`src/rtl/ldpc_pkg.sv`:
```
// Shared LDPC message definitions: magnitude width, VNU/CNU message types and field positions.
package ldpc_pkg;

  localparam int MAG_W    = 4;
  localparam int HD_BIT   = MAG_W + 1;
  localparam int SIGN_BIT = MAG_W;
  localparam int MAG_MSB  = MAG_W - 1;
  localparam int MAG_LSB  = 0;

  typedef logic [MAG_W+1:0] vnu_msg_t;
  typedef logic [MAG_W:0]   cnu_msg_t;

endpackage

```
`src/rtl/cnu_min_finder.sv`:
```
// Combinational pairwise-tree search for the two smallest magnitudes and the index of the smallest.
// On a tie the lower index wins, so duplicated minima yield min2 == min1.
module cnu_min_finder import ldpc_pkg::*; #(
  parameter int DEG   = 6,
  parameter int MAG_W = ldpc_pkg::MAG_W
) (
  input  logic [MAG_W-1:0]         mag [0:DEG-1],
  output logic [MAG_W-1:0]         min1,
  output logic [MAG_W-1:0]         min2,
  output logic [$clog2(DEG)-1:0]   idx
);

  localparam int IDX_W = $clog2(DEG);
  localparam int N     = 1 << IDX_W;

  logic [MAG_W-1:0] t1_next [0:N-1];
  logic [MAG_W-1:0] t2_next [0:N-1];
  logic [IDX_W-1:0] ti_next [0:N-1];

  // Padding leaves hold the maximum magnitude and sit right of every real leaf,
  // so the left-preferring merge never selects them over a real input.
  always_comb begin
    for (int i = 0; i < N; i++) begin
      t1_next[i] = (i < DEG) ? mag[i] : '1;
      t2_next[i] = '1;
      ti_next[i] = IDX_W'(i);
    end
    for (int lv = 0; lv < IDX_W; lv++) begin
      for (int k = 0; k < (N >> (lv + 1)); k++) begin
        if (t1_next[2*k+1] < t1_next[2*k]) begin
          t2_next[k] = (t1_next[2*k] < t2_next[2*k+1]) ? t1_next[2*k] : t2_next[2*k+1];
          t1_next[k] = t1_next[2*k+1];
          ti_next[k] = ti_next[2*k+1];
        end else begin
          t2_next[k] = (t2_next[2*k] < t1_next[2*k+1]) ? t2_next[2*k] : t1_next[2*k+1];
          t1_next[k] = t1_next[2*k];
          ti_next[k] = ti_next[2*k];
        end
      end
    end
  end

  assign min1 = t1_next[0];
  assign min2 = t2_next[0];
  assign idx  = ti_next[0];

endmodule

```
`src/rtl/cnu_minsum.sv`:
```
// Two-stage min-sum check node unit with hard-decision parity flag.
// Define CNU_OFFSET_EN to build the offset min-sum variant (magnitudes reduced by OFFSET, clamped at 0).
module cnu_minsum import ldpc_pkg::*; #(
  parameter int DEG    = 6,
  parameter int MAG_W  = ldpc_pkg::MAG_W,
  parameter int OFFSET = 1
) (
  input  logic             clk,
  input  logic             rst_n,
  input  logic             en,
  input  logic             in_valid,
  input  logic [MAG_W+1:0] Y_in [0:DEG-1],
  output logic             out_valid,
  output logic [MAG_W:0]   X_out [0:DEG-1],
  output logic             parity_ok
);

  localparam int IDX_W = $clog2(DEG);

`ifdef CNU_OFFSET_EN
  localparam bit OFFSET_ON = 1'b1;
`else
  localparam bit OFFSET_ON = 1'b0;
`endif
  localparam int EFF_OFFSET = OFFSET_ON ? OFFSET : 0;

  logic [DEG-1:0]   sign_in, hd_in;
  logic [MAG_W-1:0] mag_in  [0:DEG-1];
  logic [DEG-1:0]   sign_reg, hd_reg;
  logic [MAG_W-1:0] mag_reg [0:DEG-1];
  logic             s1_valid_reg;

  genvar gi;
  generate
    for (gi = 0; gi < DEG; gi++) begin : g_split
      assign hd_in[gi]   = Y_in[gi][MAG_W+1];
      assign sign_in[gi] = Y_in[gi][MAG_W];
      assign mag_in[gi]  = Y_in[gi][MAG_W-1:0];
    end
  endgenerate

  // Data is captured regardless of in_valid; only the valid bit carries meaning.
  always_ff @(posedge clk or negedge rst_n) begin
    if (!rst_n) begin
      sign_reg     <= '0;
      hd_reg       <= '0;
      s1_valid_reg <= 1'b0;
      for (int i = 0; i < DEG; i++) mag_reg[i] <= '0;
    end else if (en) begin
      sign_reg     <= sign_in;
      hd_reg       <= hd_in;
      s1_valid_reg <= in_valid;
      for (int i = 0; i < DEG; i++) mag_reg[i] <= mag_in[i];
    end
  end

  logic [MAG_W-1:0] min1, min2, min1_adj, min2_adj;
  logic [IDX_W-1:0] idx;
  logic             tsign, hpar;

  cnu_min_finder #(.DEG(DEG), .MAG_W(MAG_W)) u_min_finder (
    .mag  (mag_reg),
    .min1 (min1),
    .min2 (min2),
    .idx  (idx)
  );

  // EFF_OFFSET is 0 in the plain build, which makes these a pass-through.
  assign min1_adj = (int'(min1) > EFF_OFFSET) ? MAG_W'(int'(min1) - EFF_OFFSET) : '0;
  assign min2_adj = (int'(min2) > EFF_OFFSET) ? MAG_W'(int'(min2) - EFF_OFFSET) : '0;
  assign tsign    = ^sign_reg;
  assign hpar     = ^hd_reg;

  logic [MAG_W:0] x_next [0:DEG-1];

  always_comb begin
    for (int i = 0; i < DEG; i++) begin
      x_next[i] = {tsign ^ sign_reg[i], (idx == IDX_W'(i)) ? min2_adj : min1_adj};
    end
  end

  always_ff @(posedge clk or negedge rst_n) begin
    if (!rst_n) begin
      out_valid <= 1'b0;
      parity_ok <= 1'b0;
      for (int i = 0; i < DEG; i++) X_out[i] <= '0;
    end else if (en) begin
      out_valid <= s1_valid_reg;
      parity_ok <= ~hpar;
      for (int i = 0; i < DEG; i++) X_out[i] <= x_next[i];
    end
  end

endmodule

```
`config.mk`:
```
export PLATFORM = sky130hd
export DESIGN_NAME = cnu_minsum
export DESIGN_NICKNAME = d
export VERILOG_FILES = /design/src/rtl/ldpc_pkg.sv /design/src/rtl/cnu_min_finder.sv /design/src/rtl/cnu_minsum.sv
export SDC_FILE = /design/constraint.sdc
export NUM_CORES = 1
export LEC_CHECK = 0
export ABC_CLOCK_PERIOD_IN_PS = 5020
export CORE_MARGIN = 2
export CORE_UTILIZATION = 40
export CTS_CLUSTER_DIAMETER = 150
export DETAILED_ROUTE_END_ITERATION = 16
export PLACE_DENSITY_LB_ADDON = 0.2
export SLEW_MARGIN = 15
export SYNTH_ARGS = -nofsm -noshare
export SYNTH_HDL_FRONTEND = slang
export SYNTH_SLANG_ARGS = --single-unit
```
`constraint.sdc`:
```
create_clock -name clk -period 5.02 [get_ports clk]
set_input_delay 1.506 -clock clk [delete_from_list [all_inputs] [get_ports clk]]
set_output_delay 1.506 -clock clk [all_outputs]
set_load 0.02 [all_outputs]
```
-- Yosys cells after proc, flatten, opt, wreduce, memory -nomap -nowiden
Cells that the tools add are included.
- add/sub/neg operators: 0
- $mul: 0
- div/mod/pow operators: 0
- magnitude comparators: 20
- equal/unequal tests: 5
- shifts and indexed selects: 0
- multiplexer cells: 38
- bitwise gates (word level): 7
- reduce and logical (&&, ||, !) cells: 3
- operators by type and width (operator ; number):
    4-bit 2-to-1 mux ; 32
    4-bit < comparator ; 9
    4-bit < comparator (second input constant) ; 5
    4-bit < comparator (first input constant) ; 4
    6-bit parity ; 2
    4-bit by 1-bit > comparator with 1-bit output (second input constant) ; 2
    3-bit by 2-bit equality test with 1-bit output (second input constant) ; 2
    3-bit equality test (second input constant) ; 2
    1-bit XOR ; 6
    2-bit 2-to-1 mux ; 2
    3-bit by 1-bit equality test with 1-bit output (second input constant) ; 1
    3-bit zero test ; 1
    1-bit 2-to-1 mux ; 3
    3-bit 2-to-1 mux ; 1
    1-bit inverter ; 1
- bits in registers: 69
- latch bits: 0
- bits in writable memories: 0
- memory bits (read-only): 0
- input bits: 40
- output and inout port bits: 32
- word-level logic and storage cells: 90
- memories kept: 0

-- Depth between registers and ports, before layout
Gate-level depths: netlist of run 1.
- depth in word-level cells: 12
- gate-level depth with buffers: 23
- depth with buffers taken out: 22

-- Hierarchy
Synthesis of run 1 repeated with hierarchy kept, for this count alone.
- cell total of the unflattened synthesis: 434
- area total of the unflattened synthesis: 4643.2 µm²
- modules (own cells, without submodules) (module ; times used ; cells an instance ; area an instance (µm²) ; sequential area each (µm²)):
    cnu_minsum ; 1 ; 224 ; 3030.4 ; 1726.7
    cnu_min_finder ; 1 ; 210 ; 1612.8 ; 0.0

-- Worst setup path before layout of run 1
No wires, ideal clock.
- path kind: reg2reg
- start point: register mag_reg[11] in the netlist's numbering
- end point: register X_out[12] in the netlist's numbering
- setup time: 0.087 ns
- data arrival time: 4.681 ns
- slack: 0.253 ns
- cell stages (with the launch flop): 22
- path buffers: 3
- clock period less this slack: 4.767 ns
- cell sequence: dfrtp_1 ha_1 o211ai_1 o21ai_1 buf_2 mux2i_1 inv_1 ha_1 or2_2 a211oi_2 a41oi_2 buf_4 a21oi_2 inv_2 ha_1 or3_1 a21oi_1 a31o_2 buf_2 mux2i_1 nor3_1 a211oi_2
- cells in the longest elaborated chain, start to end: 12
- RTL lines (item ; RTL line ; RTL):
    start, declared ; cnu_minsum.sv:30 ; logic [MAG_W-1:0] mag_reg [0:DEG-1];
    4-bit < comparator ; cnu_min_finder.sv:35 ; t2_next[k] = (t2_next[2*k] < t1_next[2*k+1]) ? t2_next[2*k] : t1_next[2*k+1];
    4-bit 2-to-1 mux ; cnu_min_finder.sv:35 ;
    4-bit 2-to-1 mux ; cnu_min_finder.sv:30 ; if (t1_next[2*k+1] < t1_next[2*k]) begin
    4-bit < comparator ; cnu_min_finder.sv:31 ; t2_next[k] = (t1_next[2*k] < t2_next[2*k+1]) ? t1_next[2*k] : t2_next[2*k+1];
    4-bit 2-to-1 mux ; cnu_min_finder.sv:31 ;
    4-bit 2-to-1 mux ; cnu_min_finder.sv:30 ;
    4-bit < comparator ; cnu_min_finder.sv:35 ;
    4-bit 2-to-1 mux ; cnu_min_finder.sv:35 ;
    4-bit 2-to-1 mux ; cnu_min_finder.sv:30 ;
    4-bit by 1-bit > comparator with 1-bit output ; cnu_minsum.sv:70 ; assign min2_adj = (int'(min2) > EFF_OFFSET) ? MAG_W'(int'(min2) - EFF_OFFSET) : '0;
    4-bit 2-to-1 mux ; cnu_minsum.sv:70 ;
    4-bit 2-to-1 mux * ; cnu_minsum.sv:78 ; x_next[i] = {tsign ^ sign_reg[i], (idx == IDX_W'(i)) ? min2_adj : min1_adj};
    end, declared ; cnu_minsum.sv:14 ; output logic [MAG_W:0] X_out [0:DEG-1],
Mark *: on every way between the ends. The rest lies on a longest branch, timed or not.
A chain may end at the register's enable or synchronous reset.

-- Final worst setup path of run 1
- start point: register mag_reg[19] in the netlist's numbering
- end point: register X_out[2] in the netlist's numbering
- cells in the longest elaborated chain, start to end: 12
- RTL lines (item ; RTL line):
    4-bit < comparator ; cnu_min_finder.sv:35
    4-bit 2-to-1 mux ; cnu_min_finder.sv:35
    4-bit 2-to-1 mux ; cnu_min_finder.sv:30
    4-bit < comparator ; cnu_min_finder.sv:35
    4-bit 2-to-1 mux ; cnu_min_finder.sv:35
    4-bit 2-to-1 mux ; cnu_min_finder.sv:30
    4-bit < comparator ; cnu_min_finder.sv:35
    4-bit 2-to-1 mux ; cnu_min_finder.sv:35
    4-bit 2-to-1 mux ; cnu_min_finder.sv:30
    4-bit by 1-bit > comparator with 1-bit output ; cnu_minsum.sv:70
    4-bit 2-to-1 mux ; cnu_minsum.sv:70
    4-bit 2-to-1 mux * ; cnu_minsum.sv:78
Marks and branches as above.

==> results of run 1 <==
-- layer usage --
layer	vias up	track usage, %	wire length (um)
met3	11	6.29	534
met5	-	0	0
met1	1761	26.1	5190
met2	83	32.3	5340
li1	1823	-	-
met4	0	5.18	116
-- cells by family after synthesis --
| kind of cell | after synthesis | share of synthesized area (%) |
|---|---|---|
| simple gates | 102 | 10.6 |
| flops | 69 | 38.2 |
| fa+ha+maj | 34 | 9.40 |
| buf+inv | 51 | 4.53 |
| mux | 63 | 15.2 |
| compound gates | 128 | 19.2 |
| xor+xnor | 15 | 2.90 |
-- critical path: cells and delay by family (launching register included) --
family	cells	cell delay (ps)
multiplexers	3	1020
AND/OR/NAND/NOR	2	410
adder cells (fa/ha/maj)	3	870
buffers and inverters	2	240
flip-flops	1	410
AO/OA/AOI/OAI	8	1690
-- synthesized netlist by cell type, drive strengths merged (4+ instances only) --
master  number  area share, %
a211oi      11            2.2
a21o         5           0.83
a21oi       38            4.6
a31oi        7           0.97
buf          6           0.80
clkbuf      13            1.1
dfrtp       69             38
ha          34            9.4
inv         32            2.7
mux2        40             10
mux2i       23            5.1
nand2       33            2.8
nand3        6           0.66
nor2        34            2.8
nor2b        5           0.69
nor3         6           0.66
o21ai       35            4.1
or2          4           0.55
xnor2       12            2.3
-- layout make-up --
type,instances,share of cell area [%]
Clock buffer,12,4.58
Tap cell,140,3.01
Timing Repair Buffer,89,14.4
Multi-Input combinational cell,342,45.4
Clock inverter,4,0.946
Inverter,32,2.06
Sequential cell,69,29.7
-- power by group --
| group | switching [W] | leakage [nW] | internal (W) |
|---|---|---|---|
| Clock | 0.000241 | 0.155 | 0.000426 |
| Combinational | 0.000959 | 1.61 | 0.000808 |
| Sequential | 0.0000990 | 0.814 | 0.000710 |
-- worst paths after layout --
check / to / start
setup / recovery: X_out[2] / mag_reg[19]
hold / removal: X_out[28] / X_out[28]
setup reg to reg: X_out[2] / mag_reg[19]
hold reg to reg: X_out[28] / X_out[28]
max in group asynchronous: sign_reg[1] / rst_n
min in group asynchronous: mag_reg[17] / rst_n
-- stage by stage --
step	instance area, um2	cells	hold WS, ps
floorplan	4530	462	475
global placement	5440	670	468
detailed placement	5440	670	468
CTS	5760	686	481
global route	5820	688	509
finish	5820	688	474
-- placed cells by master, fill, tap and decap left out, types with 2 or more instances in the layout --
master,n
or2_2,4
a21o_1,5
o22a_1,2
nor2b_1,5
a211oi_2,3
and2_1,3
a21oi_2,6
o21a_1,2
ha_1,34
a22o_1,3
buf_2,2
or3_1,2
clkbuf_8,3
nor2_1,34
clkbuf_16,9
a21oi_1,31
nand3_1,6
dfrtp_1,69
nand2_1,32
mux2i_1,22
mux2_4,2
clkinv_4,2
mux2_2,38
clkdlybuf4s50_1,69
nor3_1,6
o211ai_1,2
buf_4,18
o32ai_1,2
and3_1,2
o32a_1,2
o22ai_1,3
inv_1,31
a211oi_1,8
o21ai_0,28
xor2_1,3
xnor2_1,12
nand2b_1,2
a31oi_1,6
o21ai_1,5
-- what timing repair did --
action                                  in CTS  in global routing
endpoints found under the setup margin       1                 21
gates resized for setup                      1                 10
pin swaps                                    0                  2
buffers inserted                             0                  2
==> out/metrics.cfg, run 1 <==
[sta]
period_needed_ps=4790
hold_viol=0
slew_headroom_pct=38.8
fin_tns_setup_ps=0
setup_ws_ps=229
setup_viol=0
max_freq_mhz=209
rsz0062_at_grt=yes
fin_crit_sh_pct=95.4
clock_skew_ps=5.05
tightest_slew_ps=918
slew_violations=0

[setup_path]
worst-path-max-fanout=8
cp_data_arrival_time_ps=4970
crit_required_ps=5200
path_class=register to register
crit_top_cell=ha_1
critPathSlowestCell=o41a_1
critPathLaunchType=register
slowest_delay_ps=460
r2r_setup_slack_ps=230
rr_worst_depth=18
worstPathCellList=ha_1 -> o211ai_2 -> o21ai_4 -> mux2_2 -> inv_1 -> ha_1 -> or2_2 -> a211oi_2 -> a41oi_2 -> mux2i_1 -> inv_1 -> ha_1 -> nand2_1 -> a211oi_1 -> o41a_1 -> o21ai_1 -> mux2i_1 -> a21oi_1
worst_setup_path_end_kind=register

[die]
rows=38
start_util_pct=41.4
ioPinCount=72
fp.dieH_um=110
fp.coreArea_mm2=0.0109
design.die.area_mm2=0.0122
die_x_um=110

[layout]
fill_cells=1032
syn2layout_area_growth_pct=28.6
final_nets=617
multiInputGateArea_mm2=0.00264
drive_gt1_share_pct=18.4
utilization_pct=53.2
regArea_mm2=0.00173
diodes=0
largest_reg_flops=30

[yosys]
ys_seq_area_share_pct=38.2
ys_warn_count=0
synth_fp_nets=536
synth_edf_count=0
synth_cell_type_count=63
synthFlopType=dfrtp_1
async_flop_share_pct=100
syn_area_per_cell_um2=9.80
ys_ff_latch=69
postSynthCellCount=462
synth_area_mm2=0.00453

[grt]
grt_pass1_wl_um=18500
track_usage_pct=20.0
grt_antenna_before_repair=0
grt-ovfl-total=0
grt_pass1_vias=3806
grt_max_degree=91

[clock_network]
hold_buffers=0
clk_path_buf_depth=2
insertion_delay_ps=340
cts_buffers=9
cts_tree=yes
cts-root-buf=clkbuf_16
clk_pin_slew_ps=60
htreeDepth=3
clkSinkCount=69

[flow_run]
maxCapViolCount=0

[pwr]
totalPowerFinal_w=0.00324
p_per_area_mw_per_mm2=557
power_leakage_nw=2.57
peakVddDrop_mv=0.401

[worst_hold_path]
holdPathStages=1
hold_class=register to register

[routing]
num_vias=3678
dr.pass1.iters=5
drc=0
wl_um=11200
viasPerCell=5.35
post_drt_wl_per_cell_um=16.3
ant_nets=0
drt_iter0_drc=144

[status]
outcome=finished clean

[placed_design]
dpl_worst_slack_ps=36.2
dp_hpwl_um=8270
io_buffers=71
gp_congestion=0.874

Power figures use the tool's default switching activity.
==> run 2, diff against run 1 <==
Settings changed: CTS_CLUSTER_SIZE set to 8.
==> results of run 2 <==
Same layout as run 1: the final DEF is identical, and so are final timing and power.
==> run 3, diff against run 2 <==
Settings changed: CORE_ASPECT_RATIO set to 0.6.
==> out/metrics.cfg, run 3 (synthesis gave the netlist of run 1 again) <==
[worst_hold_path]
hold_class=register to register

[layout]
fin_area_mm2=0.00575
syn2layout_area_growth_pct=27.1
regArea_mm2=0.00173
final_nets=617
fill_cells=977
layout_common_cells=69 x dfrtp_1, 69 x clkdlybuf4s50_1, 38 x mux2_2
largest_reg_flops=30
diodes=0
multiInputGateArea_mm2=0.00262
drive_gt1_share_pct=17.7

[routing]
wl_um=11800
post_drt_wl_per_cell_um=17.1
drc=0
num_vias=3768
ant_nets=0
dr.pass1.iters=5
drt_iter0_drc=226
viasPerCell=5.45

[sta]
max_freq_mhz=206
tightest_slew_ps=888
slew_violations=0
slew_headroom_pct=40.8
hold_viol=0
clock_skew_ps=4.55
fin_crit_sh_pct=96.7
whs_ps=474
setup_ws_ps=166
setup_viol=0
period_needed_ps=4850

[die]
ioPinCount=72
rows=30
fp.coreArea_mm2=0.0111
design.die.area_mm2=0.0122
fp.dieH_um=86.4
start_util_pct=40.6
die_x_um=141

[clock_network]
clkSinkCount=69
insertion_delay_ps=340
cts_tree=yes
hold_buffers=0
htreeDepth=3
cts-root-buf=clkbuf_16
clk_path_buf_depth=2
clk_pin_slew_ps=60
cts_buffers=9

[placed_design]
dpl_worst_slack_ps=116
dp_hpwl_um=9070
gp_congestion=0.893
dpl_cell_area_mm2=0.00544
io_buffers=71

[setup_path]
worst_setup_path_end_kind=register
worst-path-max-fanout=14
path_class=register to register
crit_required_ps=5240
cp_data_arrival_time_ps=5070
critPathLaunchType=register

[grt]
grt-ovfl-total=0
grt_pass1_vias=3626
track_usage_pct=20.0
grt_max_degree=67
grt_antenna_before_repair=0
grt_pass1_wl_um=19000

[pwr]
p_per_area_mw_per_mm2=554
power_leakage_nw=2.54
peakVddDrop_mv=0.250

[status]
outcome=finished clean

[flow_run]
maxCapViolCount=0

## run 3: changes by cell type in the layout (fill, tap and decap cells not counted), sizes merged
cell,delta
clkbuf,-2
clkinv,+2
bufinv,-1
## run 3: area by class of cell
class	count	share of cell area (%)
tap	144	3.13
inverter	32	2.09
sequential	69	30.0
clock buffer	10	3.98
clock inverter	5	0.674
timing repair buffer	89	14.5
multi-input combinational	342	45.6
## run 3: path summary, 6_finish.rpt
check	start	to	slack, ps	cells past startpoint
max reg2reg	mag_reg[19]	X_out[26]	170	17
min in group asynchronous	rst_n	mag_reg[19]	1290	1
min	X_out[23]	X_out[23]	470	1
max in group asynchronous	rst_n	X_out[18]	2780	2
min reg2reg	X_out[23]	X_out[23]	470	1
max	mag_reg[19]	X_out[26]	170	17
## run 3: metrics by stage
step	instances	utilization (%)	TNS, ps	total power, W
4_1_cts	689	51.2	0	0.00316
3_5_place_dp	674	48.8	0	0.00256
2_1_floorplan	462	-	0	0.00193
3_3_place_gp	674	48.8	0	0.00253
6_report	691	51.6	0	0.00319
5_1_grt	691	51.6	-55.3	0.00339
## run 3: power by group
part / leakage (nW) / total (W) / internal, W / switching, W
sequential: 0.814 / 0.000808 / 0.000709 / 0.0000986
clock: 0.129 / 0.000584 / 0.000333 / 0.000251
combinational: 1.60 / 0.00180 / 0.000811 / 0.000986
total: 2.54 / 0.00319 / 0.00185 / 0.00134
## run 3: worst max-delay path, cell delays in order, from the launching register on
cell	delay [ps]
dfrtp_1	420
ha_1	350
o211ai_2	130
o21ai_4	230
mux2_2	430
inv_1	110
ha_1	230
or2_2	310
a211oi_2	290
a41oi_2	110
mux2i_1	340
ha_1	290
or3_1	300
a21oi_1	280
a31o_4	260
nor2_1	120
a22o_1	250
o32a_1	270
## run 3: routing by layer
metal  up-vias  track usage, %  part of all wire [%]
met5         -               0                     0
met4         0            6.00                   1.5
met3        15            5.41                   6.5
met2       120            27.4                    40
met1      1803            30.5                    52
li1       1830               -                     -
## run 3: repair_timing
item	in CTS	in global routing
resized for setup	0	7
setup buffers	0	2
endpoints found under the setup margin	0	17
